==> src/rtl/ddr2_port_arbiter_if.sv <==
// ddr2_port_arbiter_if: client handshakes and DDR2 command-port signals shared by the arbiter
interface ddr2_port_arbiter_if;
  logic        calib_done;
  logic        wr_req;
  logic [29:0] wr_addr;
  logic        wr_gnt;
  logic        wr_done;
  logic        rd_req;
  logic [29:0] rd_addr;
  logic        rd_gnt;
  logic        rd_done;
  logic        p0_cmd_full;
  logic        p0_cmd_en;
  logic [2:0]  p0_cmd_instr;
  logic [29:0] p0_cmd_byte_addr;
  logic [5:0]  p0_cmd_bl;
  logic        timeout_err;
  modport master (
    input  calib_done, wr_req, wr_addr, wr_done, rd_req, rd_addr, rd_done, p0_cmd_full,
    output wr_gnt, rd_gnt, p0_cmd_en, p0_cmd_instr, p0_cmd_byte_addr, p0_cmd_bl, timeout_err
  );
  modport slave (
    output calib_done, wr_req, wr_addr, wr_done, rd_req, rd_addr, rd_done, p0_cmd_full,
    input  wr_gnt, rd_gnt, p0_cmd_en, p0_cmd_instr, p0_cmd_byte_addr, p0_cmd_bl, timeout_err
  );
endinterface

==> src/rtl/ddr2_port_arbiter.sv <==
// ddr2_port_arbiter: round-robin sharing of one DDR2 command port between a write and a read client
module ddr2_port_arbiter #(
  parameter int BURST_LEN = 32,
  parameter int TIMEOUT   = 4095
) (
  input logic clk,
  input logic reset,
  ddr2_port_arbiter_if.master bus
);
  typedef enum logic [2:0] {IDLE, WR_GNT, WR_CMD, RD_CMD, RD_GNT} state_t;
  localparam logic [11:0] WD_LAST = 12'(TIMEOUT - 1);
  state_t      r_state, w_next;
  logic [29:0] r_addr;
  logic [2:0]  r_instr;
  logic        r_wr_turn;
  logic [11:0] r_wdog;
  logic        r_timeout_err;
  logic        w_pick_wr, w_pick_rd, w_in_gnt, w_done, w_timeout;
  assign w_pick_wr = bus.calib_done && bus.wr_req && (!bus.rd_req || r_wr_turn);
  assign w_pick_rd = bus.calib_done && bus.rd_req && !w_pick_wr;
  assign w_in_gnt  = r_state == WR_GNT || r_state == RD_GNT;
  assign w_done    = r_state == WR_GNT ? bus.wr_done : r_state == RD_GNT ? bus.rd_done : 1'b0;
  assign w_timeout = w_in_gnt && !w_done && r_wdog == WD_LAST;
  // state register
  always_ff @(posedge clk)
    r_state <= reset ? IDLE : w_next;
  // next state: grant in IDLE, wait for done or watchdog in grant states, wait for FIFO room in command states
  always_comb begin
    w_next = r_state;
    case (r_state)
      IDLE:    w_next = w_pick_wr ? WR_GNT : w_pick_rd ? RD_CMD : IDLE;
      WR_GNT:  w_next = w_done ? WR_CMD : w_timeout ? IDLE : WR_GNT;
      WR_CMD:  w_next = bus.p0_cmd_full ? WR_CMD : IDLE;
      RD_CMD:  w_next = bus.p0_cmd_full ? RD_CMD : RD_GNT;
      RD_GNT:  w_next = (w_done || w_timeout) ? IDLE : RD_GNT;
      default: w_next = IDLE;
    endcase
  end
  // command address/instr latched at grant, round-robin pointer, grant watchdog and sticky timeout flag
  always_ff @(posedge clk) begin
    if (reset) begin
      r_addr        <= '0;
      r_instr       <= '0;
      r_wr_turn     <= 1'b1;
      r_wdog        <= '0;
      r_timeout_err <= 1'b0;
    end else begin
      if (r_state == IDLE && (w_pick_wr || w_pick_rd)) begin
        r_addr    <= w_pick_wr ? bus.wr_addr : bus.rd_addr;
        r_instr   <= {2'b00, !w_pick_wr};
        r_wr_turn <= !w_pick_wr;
      end
      r_wdog        <= w_in_gnt ? r_wdog + 12'd1 : '0;
      r_timeout_err <= r_timeout_err || w_timeout;
    end
  end
  // grants and strobe decoded from state; reset silences them so an aborted sequence never strobes
  always_comb begin
    bus.wr_gnt    = !reset && r_state == WR_GNT;
    bus.rd_gnt    = !reset && (r_state == RD_CMD || r_state == RD_GNT);
    bus.p0_cmd_en = !reset && !bus.p0_cmd_full && (r_state == WR_CMD || r_state == RD_CMD);
  end
  assign bus.p0_cmd_instr     = r_instr;
  assign bus.p0_cmd_byte_addr = r_addr;
  assign bus.p0_cmd_bl        = 6'(BURST_LEN - 1);
  assign bus.timeout_err      = r_timeout_err;
endmodule

==> src/flat_wrapper.sv <==
// flat-port wrapper written by rule: the top's interface ports become plain ports
module ddr2_port_arbiter_flat 
#(
  parameter int BURST_LEN = 32,
  parameter int TIMEOUT   = 4095
)
  (clk, reset, bus_calib_done, bus_wr_req, bus_wr_addr, bus_wr_done, bus_rd_req, bus_rd_addr, bus_rd_done, bus_p0_cmd_full, bus_wr_gnt, bus_rd_gnt, bus_p0_cmd_en, bus_p0_cmd_instr, bus_p0_cmd_byte_addr, bus_p0_cmd_bl, bus_timeout_err);
  ddr2_port_arbiter_if bus_i ();
  input logic clk;
  input logic reset;
  input wire logic [$bits(bus_i.calib_done)-1:0] bus_calib_done;
  input wire logic [$bits(bus_i.wr_req)-1:0] bus_wr_req;
  input wire logic [$bits(bus_i.wr_addr)-1:0] bus_wr_addr;
  input wire logic [$bits(bus_i.wr_done)-1:0] bus_wr_done;
  input wire logic [$bits(bus_i.rd_req)-1:0] bus_rd_req;
  input wire logic [$bits(bus_i.rd_addr)-1:0] bus_rd_addr;
  input wire logic [$bits(bus_i.rd_done)-1:0] bus_rd_done;
  input wire logic [$bits(bus_i.p0_cmd_full)-1:0] bus_p0_cmd_full;
  output wire logic [$bits(bus_i.wr_gnt)-1:0] bus_wr_gnt;
  output wire logic [$bits(bus_i.rd_gnt)-1:0] bus_rd_gnt;
  output wire logic [$bits(bus_i.p0_cmd_en)-1:0] bus_p0_cmd_en;
  output wire logic [$bits(bus_i.p0_cmd_instr)-1:0] bus_p0_cmd_instr;
  output wire logic [$bits(bus_i.p0_cmd_byte_addr)-1:0] bus_p0_cmd_byte_addr;
  output wire logic [$bits(bus_i.p0_cmd_bl)-1:0] bus_p0_cmd_bl;
  output wire logic [$bits(bus_i.timeout_err)-1:0] bus_timeout_err;
  assign bus_i.calib_done = bus_calib_done;
  assign bus_i.wr_req = bus_wr_req;
  assign bus_i.wr_addr = bus_wr_addr;
  assign bus_i.wr_done = bus_wr_done;
  assign bus_i.rd_req = bus_rd_req;
  assign bus_i.rd_addr = bus_rd_addr;
  assign bus_i.rd_done = bus_rd_done;
  assign bus_i.p0_cmd_full = bus_p0_cmd_full;
  assign bus_wr_gnt = bus_i.wr_gnt;
  assign bus_rd_gnt = bus_i.rd_gnt;
  assign bus_p0_cmd_en = bus_i.p0_cmd_en;
  assign bus_p0_cmd_instr = bus_i.p0_cmd_instr;
  assign bus_p0_cmd_byte_addr = bus_i.p0_cmd_byte_addr;
  assign bus_p0_cmd_bl = bus_i.p0_cmd_bl;
  assign bus_timeout_err = bus_i.timeout_err;
  ddr2_port_arbiter #(.BURST_LEN(BURST_LEN), .TIMEOUT(TIMEOUT)) u_core (.clk(clk), .reset(reset), .bus(bus_i));
endmodule
==> config.mk <==
export PLATFORM = sky130hd
export DESIGN_NAME = ddr2_port_arbiter_flat
export DESIGN_NICKNAME = d
export VERILOG_FILES = /design/src/rtl/ddr2_port_arbiter_if.sv /design/src/rtl/ddr2_port_arbiter.sv /design/src/flat_wrapper.sv
export SDC_FILE = /design/constraint.sdc
export NUM_CORES = 1
export LEC_CHECK = 0
export BUFFER_PORTS_ARGS = -buffer_cell sky130_fd_sc_hd__buf_2
export CORE_MARGIN = 2
export CORE_UTILIZATION = 44
export DETAILED_ROUTE_END_ITERATION = 12
export GPL_ROUTABILITY_DRIVEN = 0
export PLACE_DENSITY = 0.77
export SLEW_MARGIN = 30
export SYNTH_ARGS = -nofsm -noshare
export SYNTH_HDL_FRONTEND = slang
export SYNTH_SLANG_ARGS = --single-unit
==> constraint.sdc <==
create_clock -name clk -period 1.55 [get_ports clk]
set_input_delay 0.0775 -clock clk [delete_from_list [all_inputs] [get_ports clk]]
set_output_delay 0.0775 -clock clk [all_outputs]
set_load 0.02 [all_outputs]
; Word-level counts from Yosys, hierarchy flattened
; Index checks and enable logic that the tools add are counted.
[totals]
wordCells = 49
out_inout_bits = 43
reg_bits = 48
inputBits = 68
[op_classes]
n_eq_ne = 5
addsub = 1
n_reduce_logical = 25
n_bitwise = 1
n_mux = 11
[op_table]
columns = op, n
row1 = 2-to-1 mux 30 bit, 1
row2 = case mux 3 bit (5 select lines), 1
row3 = adder 12 x 1 -> 12 bit (second input constant), 1
row4 = == test 12 bit (second input constant), 1
row5 = 2-to-1 mux 3 bit, 4
row6 = logical AND 1 bit, 11
row7 = logical OR 1 bit, 7
row8 = == test 3 x 2 -> 1 bit (second input constant), 2
row9 = zero test 1 bit, 5
row10 = 2-to-1 mux 2 bit, 2
row11 = == test 3 x 1 -> 1 bit (second input constant), 1
row12 = == test 3 bit (second input constant), 1
row13 = zero test 3 bit, 1
row14 = 2-to-1 mux 1 bit, 3
row15 = OR reduction 2 bit, 1
row16 = inverter 1 bit, 1

; Longest topological paths before layout
; Gate-level depths: netlist of the first run.
[logic_depth]
ltp_word = 9
mapped_depth = 5
mapped_depth_nobuf = 5

; Worst setup path before layout of the first run
; Ideal clock, no wire load.
[synth_path]
path_type = register to register
from = register u_core.r_state[1]
to = register u_core.r_state[2]
t_arrival_ns = 1.599
required_time_ns = 1.476
path_slack_ns = -0.124
n_path_buf = 1
setup_ns = 0.074
stages_incl_launch_ff = 5
period_less_slack_ns = 1.674
path_cell_list = dfxtp_1 -> clkbuf_1 -> nor4b_1 -> nand2_1 -> o21ai_0
[synth_via]
elab_chain_len = 9
elab_cells_between_ends = 14
classes_between = eq/ne (4) / mux (4) / reduce/logical (6)
[synth_lines]
columns = element, line
row1 = from (decl), ddr2_port_arbiter.sv:12  ; state_t r_state, w_next;
row2 = from (signal assigned), ddr2_port_arbiter.sv:26  ; r_state <= reset ? IDLE : w_next;
row3 = == test 3 bit, "ddr2_port_arbiter.sv:21, ddr2_port_arbiter.sv:22, ddr2_port_arbiter.sv:30"
row4 = 2-to-1 mux 1 bit (2 in a row), ddr2_port_arbiter.sv:22  ; assign w_done = r_state == WR_GNT ? bus.wr_done : r_state == RD_GNT ? bus.rd_done : 1'b0;
row5 = zero test 1 bit, ddr2_port_arbiter.sv:23  ; assign w_timeout = w_in_gnt && !w_done && r_wdog == WD_LAST;
row6 = logical AND 1 bit (2 in a row), ddr2_port_arbiter.sv:23
row7 = logical OR 1 bit, ddr2_port_arbiter.sv:35  ; RD_GNT: w_next = (w_done || w_timeout) ? IDLE : RD_GNT;
row8 = 2-to-1 mux 3 bit, ddr2_port_arbiter.sv:35
row9 = case mux 3 bit (5 select lines) *, ddr2_port_arbiter.sv:30  ; case (r_state)
; Mark *: on every way between the ends. The rest lies on a longest branch, timed or not.
; A chain may end at the register's enable or synchronous reset.

; Worst setup path in the final report of the first run
[layout_path]
from = register u_core.r_state[0]
to = register u_core.r_addr[9], in the netlist u_core.bus.p0_cmd_byte_addr[9]
[layout_via]
elab_chain_len = 2
[layout_lines]
columns = element, line
row1 = zero test 3 bit, ddr2_port_arbiter.sv:48  ; if (r_state == IDLE && (w_pick_wr || w_pick_rd)) begin
row2 = logical AND 1 bit, ddr2_port_arbiter.sv:48
row3 = to (signal assigned), ddr2_port_arbiter.sv:49  ; r_addr <= w_pick_wr ? bus.wr_addr : bus.rd_addr;
row4 = to (decl), ddr2_port_arbiter.sv:13  ; logic [29:0] r_addr;
; No other way between the ends.

==> results of run 1 <==
==> worst max-delay path by stage <==
stage | startpoint | cells after the start | to | slack [ns]
after floorplan | u_core.r_state[0] | 5 | u_core.bus.p0_cmd_byte_addr[10] | 0.05
after global placement | u_core.r_state[0] | 5 | u_core.bus.p0_cmd_byte_addr[10] | 0.14
after detailed placement | u_core.r_wr_turn | 4 | u_core.bus.p0_cmd_byte_addr[5] | 0.07
after CTS | u_core.r_state[0] | 5 | bus_rd_gnt | -0.02
after global routing | u_core.r_state[0] | 6 | u_core.bus.p0_cmd_byte_addr[25] | -0.03
final | u_core.r_state[0] | 6 | u_core.bus.p0_cmd_byte_addr[9] | 0.02
==> through the flow <==
step / power [W] / hold slack, ns / std cells
3_5_place_dp: 0.00225 / 0.384 / 456
6_report: 0.00311 / 0.0547 / 476
2_1_floorplan: 0.00200 / 0.214 / 300
4_1_cts: 0.00306 / 0.0482 / 466
3_3_place_gp: 0.00224 / 0.373 / 456
5_1_grt: 0.00325 / 0.0615 / 476
==> layer usage <==
metal | wire length (um) | vias to the layer above
li1 | - | 1308
met1 | 3140 | 1266
met2 | 3530 | 90
met3 | 410 | 9
met4 | 95 | 0
met5 | 0 | -
==> power by group <==
part | switching, W | internal (W)
clock | 0.000432 | 0.000363
combinational | 0.000504 | 0.000423
sequential | 0.0000540 | 0.00133
total | 0.000990 | 0.00211
==> placed cells by master (no fill, tap or decap), types with 5 or more instances in the layout <==
master    Yosys  routed
a21oi_1      40      39
a311oi_2     28      28
buf_12        0       5
buf_2         0     101
buf_4         9      19
clkbuf_8      0       6
conb_1        2       8
dfxtp_1      48      44
inv_1         7       5
nand2_1       7       7
nand3_1       7       7
nor2_1        6       6
o21ai_0      30      30
o21ai_1       5       5
or3b_2       26      26
==> critical path: cells and delay by family (launching register included) <==
family | cells | cell delay (ns)
buffers and inverters | 3 | 0.47
AND/OR/NAND/NOR | 1 | 0.33
flip-flops | 1 | 0.33
AO/OA/AOI/OAI | 2 | 0.32
==> cell type report <==
cell class	count	area, sq um
repair buffers	131	843
well taps	75	93.8
multi-input cells	207	1580
clock buffers	7	86.3
clock inverters	1	7.51
flip-flops and latches	48	966
fillers	501	2390
inverters	7	31.3
==> flip-flops by register name (all words and copies together) (netlist names) <==
name,cells
u_core.bus.p0_cmd_byte_addr,30
u_core.r_wdog,12
u_core.r_state,3
u_core.bus.p0_cmd_instr,1
u_core.bus.timeout_err,1
u_core.r_wr_turn,1
==> what timing repair did <==
item,4_1_cts,5_1_grt
pin swaps,1,6
buffers inserted,2,8
setup endpoints to repair,1,33
gates cloned,0,2
gates resized for setup,7,10
==> logic make-up (layout without fill, tap and decap cells) <==
group	after synthesis	in the layout	share of synthesized area, %
adders and majority gates	2	2	0.908
and+or+nand+nor	78	78	20.3
xor gates and xnor gates	4	4	1.27
muxes	1	1	0.363
buffers and inverters	45	146	9.67
AOI/OAI and AO/OA	114	114	32.3
other	2	8	0.273
DFF	48	48	34.9
==> out/results.tsv, run 1 <==
stage	metric	value	unit
status	status	finished clean	
power	P per Cell Area	861	nW/um^2
place	IO Port Bufs	102	
synth	number of synthesized flops with an enable pin	0	
sta	fin crit share	98.6	%
detailed_routing	Routed Antenna Nets	0	
synth	Synth top cells by count	48 x dfxtp_1, 40 x a21oi_1, 30 x o21ai_0	
place	hpwl dp	4850	um
setup_path	CP Max Fanout	11	
setup_path	slowest stage cell on the critical path	dfxtp_2	
cells_and_area	number of diodes	0	
hold_path	Hold Path Class	in -> reg	
detailed_routing	vias	2673	
detailed_routing	final wirelength	7170	um
setup_path	crit path DAT	1.75	ns
synth	post-synth cell types	42	
global_routing	gr busiest metal	met2	
cts	cts hold-fix bufs	0	
setup_path	CP most frequent cell	buf_4	
cells_and_area	synthesis-to-layout area growth	30.8	%
global_routing	GR Util met2	32.0	%
place	DP Area	3340	sq um
job	number of max-cap violations	0	
detailed_routing	vias per inst	5.62	
sta	Fin. Hold Viols	0	
hold_path	hold path endpoint	u_core.bus.p0_cmd_byte_addr[1]	
setup_path	FF-to-FF setup slack	0.02	ns
detailed_routing	DRT iter0 DRCs	122	
synth	syn avg cell area	9.37	sq um
die	Die W	83.1	um
hold_path	Cells on Worst Hold Path	3	
sta	Setup TNS	0	ns
detailed_routing	# DRC	0	
sta	endpoints failing setup	0	
setup_path	CP endpoint kind	flip-flop	
cts	buffer levels on the longest clock path	2	
die	Starting Density	46.0	%
synth	Synth area leader	dfxtp_1	
sta	unrepaired setup endpoints after global routing	yes	
global_routing	gr usage total	19.2	%
cts	worst-skew pair later-pin latency	0.31	ns
synth	FFs w/ async S/R, synth	0	%
synth	Synth area leaders	dfxtp_1 35%, a311oi_2 15%, or3b_2 8.3%	
global_routing	initial antenna violation count	0	
setup_path	RR Startpoint	u_core.r_state[0]	
sta	setup slack after layout	0.0224	ns
detailed_routing	drt pass-1 iters	4	
synth	top-area cell type share of the netlist area	34.9	%
global_routing	M1 GR Usage	24.0	%
synth	Seq/Total Area, Yosys	34.9	%
sta	fmax	655	MHz
sta	Tmin final	1.53	ns
power	worst vdd rail ir drop	465	uV
cells_and_area	Design Area, Final	3600	sq um
die	row count	28	
setup_path	crit path kind	reg -> reg	
sta	count of pins over their slew limit	0	
global_routing	first-pass GRT wire length	11100	um
synth	Mapped Area	2760	sq um
setup_path	data required time at the worst endpoint	1.77	ns
cells_and_area	Util after Layout	60.2	%
die	io pins	111	
setup_path	R2R Path End	u_core.bus.p0_cmd_byte_addr[9]	
setup_path	cells on worst reg2reg path	6	
cts	H-Tree Depth	2	
global_routing	gr ovfl total	0	
global_routing	met3 global-route usage	4.57	%
detailed_routing	DR WL/cell	15.1	um
synth	count leader, synth	dfxtp_1	
die	Die H	83.1	um
synth	Yosys reg bits	48	
setup_path	CP Launch Type	flip-flop	
place	post-place setup slack	0.0661	ns
cells_and_area	# nets final	470	
cts	CTS Buf Count	5	
setup_path	CP Cell Sequence	buf_4 -> nor4b_4 -> buf_4 -> clkbuf_16 -> a21oi_1 -> a311oi_2	
global_routing	vias in the first global route	2402	
cts	clk root buf	clkbuf_8	
hold_path	hold_sp	bus_rd_addr[1]	
synth	Synth Instances	294	
synth	Ys Warns	0	
power	Static Leak	1.44	nW
sta	Clock Skew	0.00724	ns
cells_and_area	fraction of layout cells with a size suffix above 1	51.4	%
cts	CTS Sinks	48	
setup_path	CP peak stage delay	0.33	ns
cts	CTS tree	yes	
die	core box area	5990	sq um
die	die area	6910	sq um
global_routing	largest net degree at the start of global routing	61	
cts	clk slew on worst S/H paths	0.09	ns
synth	Post-synth top flop	dfxtp_1	
No activity file was read; power rests on OpenSTA's default activity.
==> run 2: changes to the inputs <==
--- a/config.mk
+++ b/config.mk
@@ -7,10 +7,10 @@
 export LEC_CHECK = 0
 export BUFFER_PORTS_ARGS = -buffer_cell sky130_fd_sc_hd__buf_2
 export CORE_MARGIN = 2
-export CORE_UTILIZATION = 44
+export CORE_UTILIZATION = 45
 export DETAILED_ROUTE_END_ITERATION = 12
 export GPL_ROUTABILITY_DRIVEN = 0
-export PLACE_DENSITY = 0.77
+export PLACE_DENSITY = 0.75
 export SLEW_MARGIN = 30
 export SYNTH_ARGS = -nofsm -noshare
 export SYNTH_HDL_FRONTEND = slang
==> constraint.sdc (replaced) <==
create_clock -name clk -period 1.7 [get_ports clk]
set_input_delay 0.085 -clock clk [delete_from_list [all_inputs] [get_ports clk]]
set_output_delay 0.085 -clock clk [all_outputs]
set_load 0.02 [all_outputs]
==> out/results.tsv, run 2 (synthesis gave the netlist of run 1 again) <==
stage	metric	value	unit
setup_path	R2R Path End	u_core.r_state[2]	
cts	CTS Sinks	48	
setup_path	crit path DAT	1.49	ns
detailed_routing	# DRC	0	
die	die area	6760	sq um
cts	CTS tree	yes	
setup_path	crit path kind	reg -> out	
setup_path	CP Max Fanout	8	
die	row count	28	
cells_and_area	number of diodes	0	
cts	clk root buf	clkbuf_8	
sta	Fin. Hold Viols	0	
cts	H-Tree Depth	2	
setup_path	CP Launch Type	flip-flop	
setup_path	CP endpoint kind	output port	
die	core box area	5920	sq um
die	Die H	82.2	um
sta	setup slack after layout	0.121	ns
power	Sw Ratio	30.4	%
die	io pins	111	
setup_path	slowest stage cell on the critical path	nor4b_1	
sta	Slew HR	58.1	%
cts	clk slew on worst S/H paths	0.09	ns
global_routing	initial antenna violation count	0	
sta	count of pins over their slew limit	0	
global_routing	gr usage total	20.1	%
setup_path	RR Startpoint	u_core.r_wdog[5]	
power	clock power share	30.5	%
sta	Setup TNS	0	ns
power	Comb pwr share	25.5	%
sta	endpoints failing setup	0	
detailed_routing	Routed Antenna Nets	0	
cts	CTS Buf Count	5	
place	hpwl dp	4750	um
power	Reg power frac	44.0	%
sta	Clock Skew	0.0116	ns
place	IO Port Bufs	102	
cells_and_area	max reg flops	30	
cells_and_area	fraction of layout cells with a size suffix above 1	47.5	%
power	Internal Power	0.00200	W
cts	cts hold-fix bufs	0	
sta	fmax	633	MHz
job	number of max-cap violations	0	
die	Die W	82.2	um
sta	fin crit share	92.9	%
setup_path	CP Cell Sequence	buf_4 -> nor4b_1 -> buf_2	
setup_path	FF-to-FF setup slack	0.13	ns
setup_path	Critical Path Start	u_core.r_state[2]	
setup_path	cells on worst reg2reg path	3	
cells_and_area	synthesis-to-layout area growth	23.4	%
status	status	finished clean	
detailed_routing	DR WL/cell	14.5	um
cells_and_area	commonest non-fill, non-tap cell in the layout	buf_2	
setup_path	CP peak stage delay	0.40	ns
detailed_routing	final wirelength	6680	um
place	post-place setup slack	0.160	ns
sta	unrepaired setup endpoints after global routing	no	
detailed_routing	DRT iter0 DRCs	116	
cells_and_area	# nets final	454	
global_routing	vias in the first global route	2393	
global_routing	gr ovfl total	0	
cts	buffer levels on the longest clock path	2	
global_routing	first-pass GRT wire length	10600	um
power	worst vdd rail ir drop	333	uV
power	P per Cell Area	846	nW/um^2
detailed_routing	drt pass-1 iters	4	
hold_path	hold_sp	bus_rd_addr[1]	
detailed_routing	vias	2513	
power	Static Leak	1.35	nW
global_routing	largest net degree at the start of global routing	61	
sta	Worst Tran Pin Value	0.620	ns
cells_and_area	most frequent cells in the layout	101 x buf_2, 46 x dfxtp_1, 40 x a21oi_1	
cts	worst-skew pair later-pin latency	0.30	ns
detailed_routing	vias per inst	5.46	
sta	Tmin final	1.58	ns
setup_path	data required time at the worst endpoint	1.62	ns
die	Starting Density	46.5	%
hold_path	hold path endpoint	u_core.bus.p0_cmd_byte_addr[1]	
hold_path	Hold Path Class	in -> reg	
power	Switching Power	0.000876	W
hold_path	Cells on Worst Hold Path	3	
## run 2: changes by cell type in the layout (fill, tap and decap cells not counted), moves of 2 or more
cell	previous run	this run
buf_4	19	12
buf_6	4	0
dfxtp_2	4	0
buf_12	5	2
clkbuf_16	2	0
dfxtp_1	44	46
dfxtp_4	0	2
inv_1	5	7
inv_4	2	0
## run 2: routing by layer
metal  share of wire [%]  wire, um  global-route usage (%)
met1                  46      3080                    24.9
met4                0.28        19                    6.83
met5                   0         0                       0
met2                  47      3150                    33.5
met3                 6.5       434                    5.22
## run 2: power groups by stage
stage / Clock, W / Combinational [W] / Sequential [W]
floorplan: 0 / 0.000446 / 0.00137
global placement: 0 / 0.000715 / 0.00129
detailed placement: 0 / 0.000732 / 0.00129
CTS: 0.000890 / 0.000732 / 0.00127
global route: 0.000943 / 0.000799 / 0.00128
finish: 0.000878 / 0.000734 / 0.00126
## run 2: what timing repair did
action / CTS / global route
pin swaps: 0 / 0
setup endpoints to repair: 1 / 1
buffers inserted: 0 / 1
gates resized for setup: 2 / 3
## run 2: metrics by stage
step / power [W] / util (%) / hold WS (ns) / cell area [sq um] / std cells
5_1_grt: 0.00302 / 57.4 / 0.0438 / 3400 / 460
6_report: 0.00288 / 57.4 / 0.0571 / 3400 / 460
3_3_place_gp: 0.00201 / 55.1 / 0.380 / 3260 / 451
4_1_cts: 0.00289 / 57.2 / 0.0528 / 3390 / 459
2_1_floorplan: 0.00182 / - / 0.256 / 2780 / 300
3_5_place_dp: 0.00202 / 55.1 / 0.384 / 3260 / 451
## run 2: critical path: cells and delay by family (launching register included)
kind                   cells  cell delay, ns
and+or+nand+nor            1            0.40
buffers and inverters      2            0.42
DFF                        1            0.37
## run 2: how the worst max path moves through the flow
stage          depth (start not counted)                end  slack (ns)
2_1_floorplan                          4  u_core.r_state[2]        0.03
3_3_place_gp                           3  u_core.r_state[0]        0.17
3_5_place_dp                           3  u_core.r_state[0]        0.16
4_1_cts                                5         bus_rd_gnt        0.02
5_1_grt                                3      bus_p0_cmd_en        0.03
6_report                               3      bus_p0_cmd_en        0.12
## run 2: cell type report
| class | instances | area, sq um |
|---|---|---|
| Inverter | 7 | 26.3 |
| Clock inverter | 2 | 38.8 |
| Timing Repair Buffer | 115 | 636 |
| Fill cell | 534 | 2520 |
| Clock buffer | 6 | 82.6 |
| Sequential cell | 48 | 968 |
| Tap cell | 75 | 93.8 |
| Multi-Input combinational cell | 207 | 1560 |
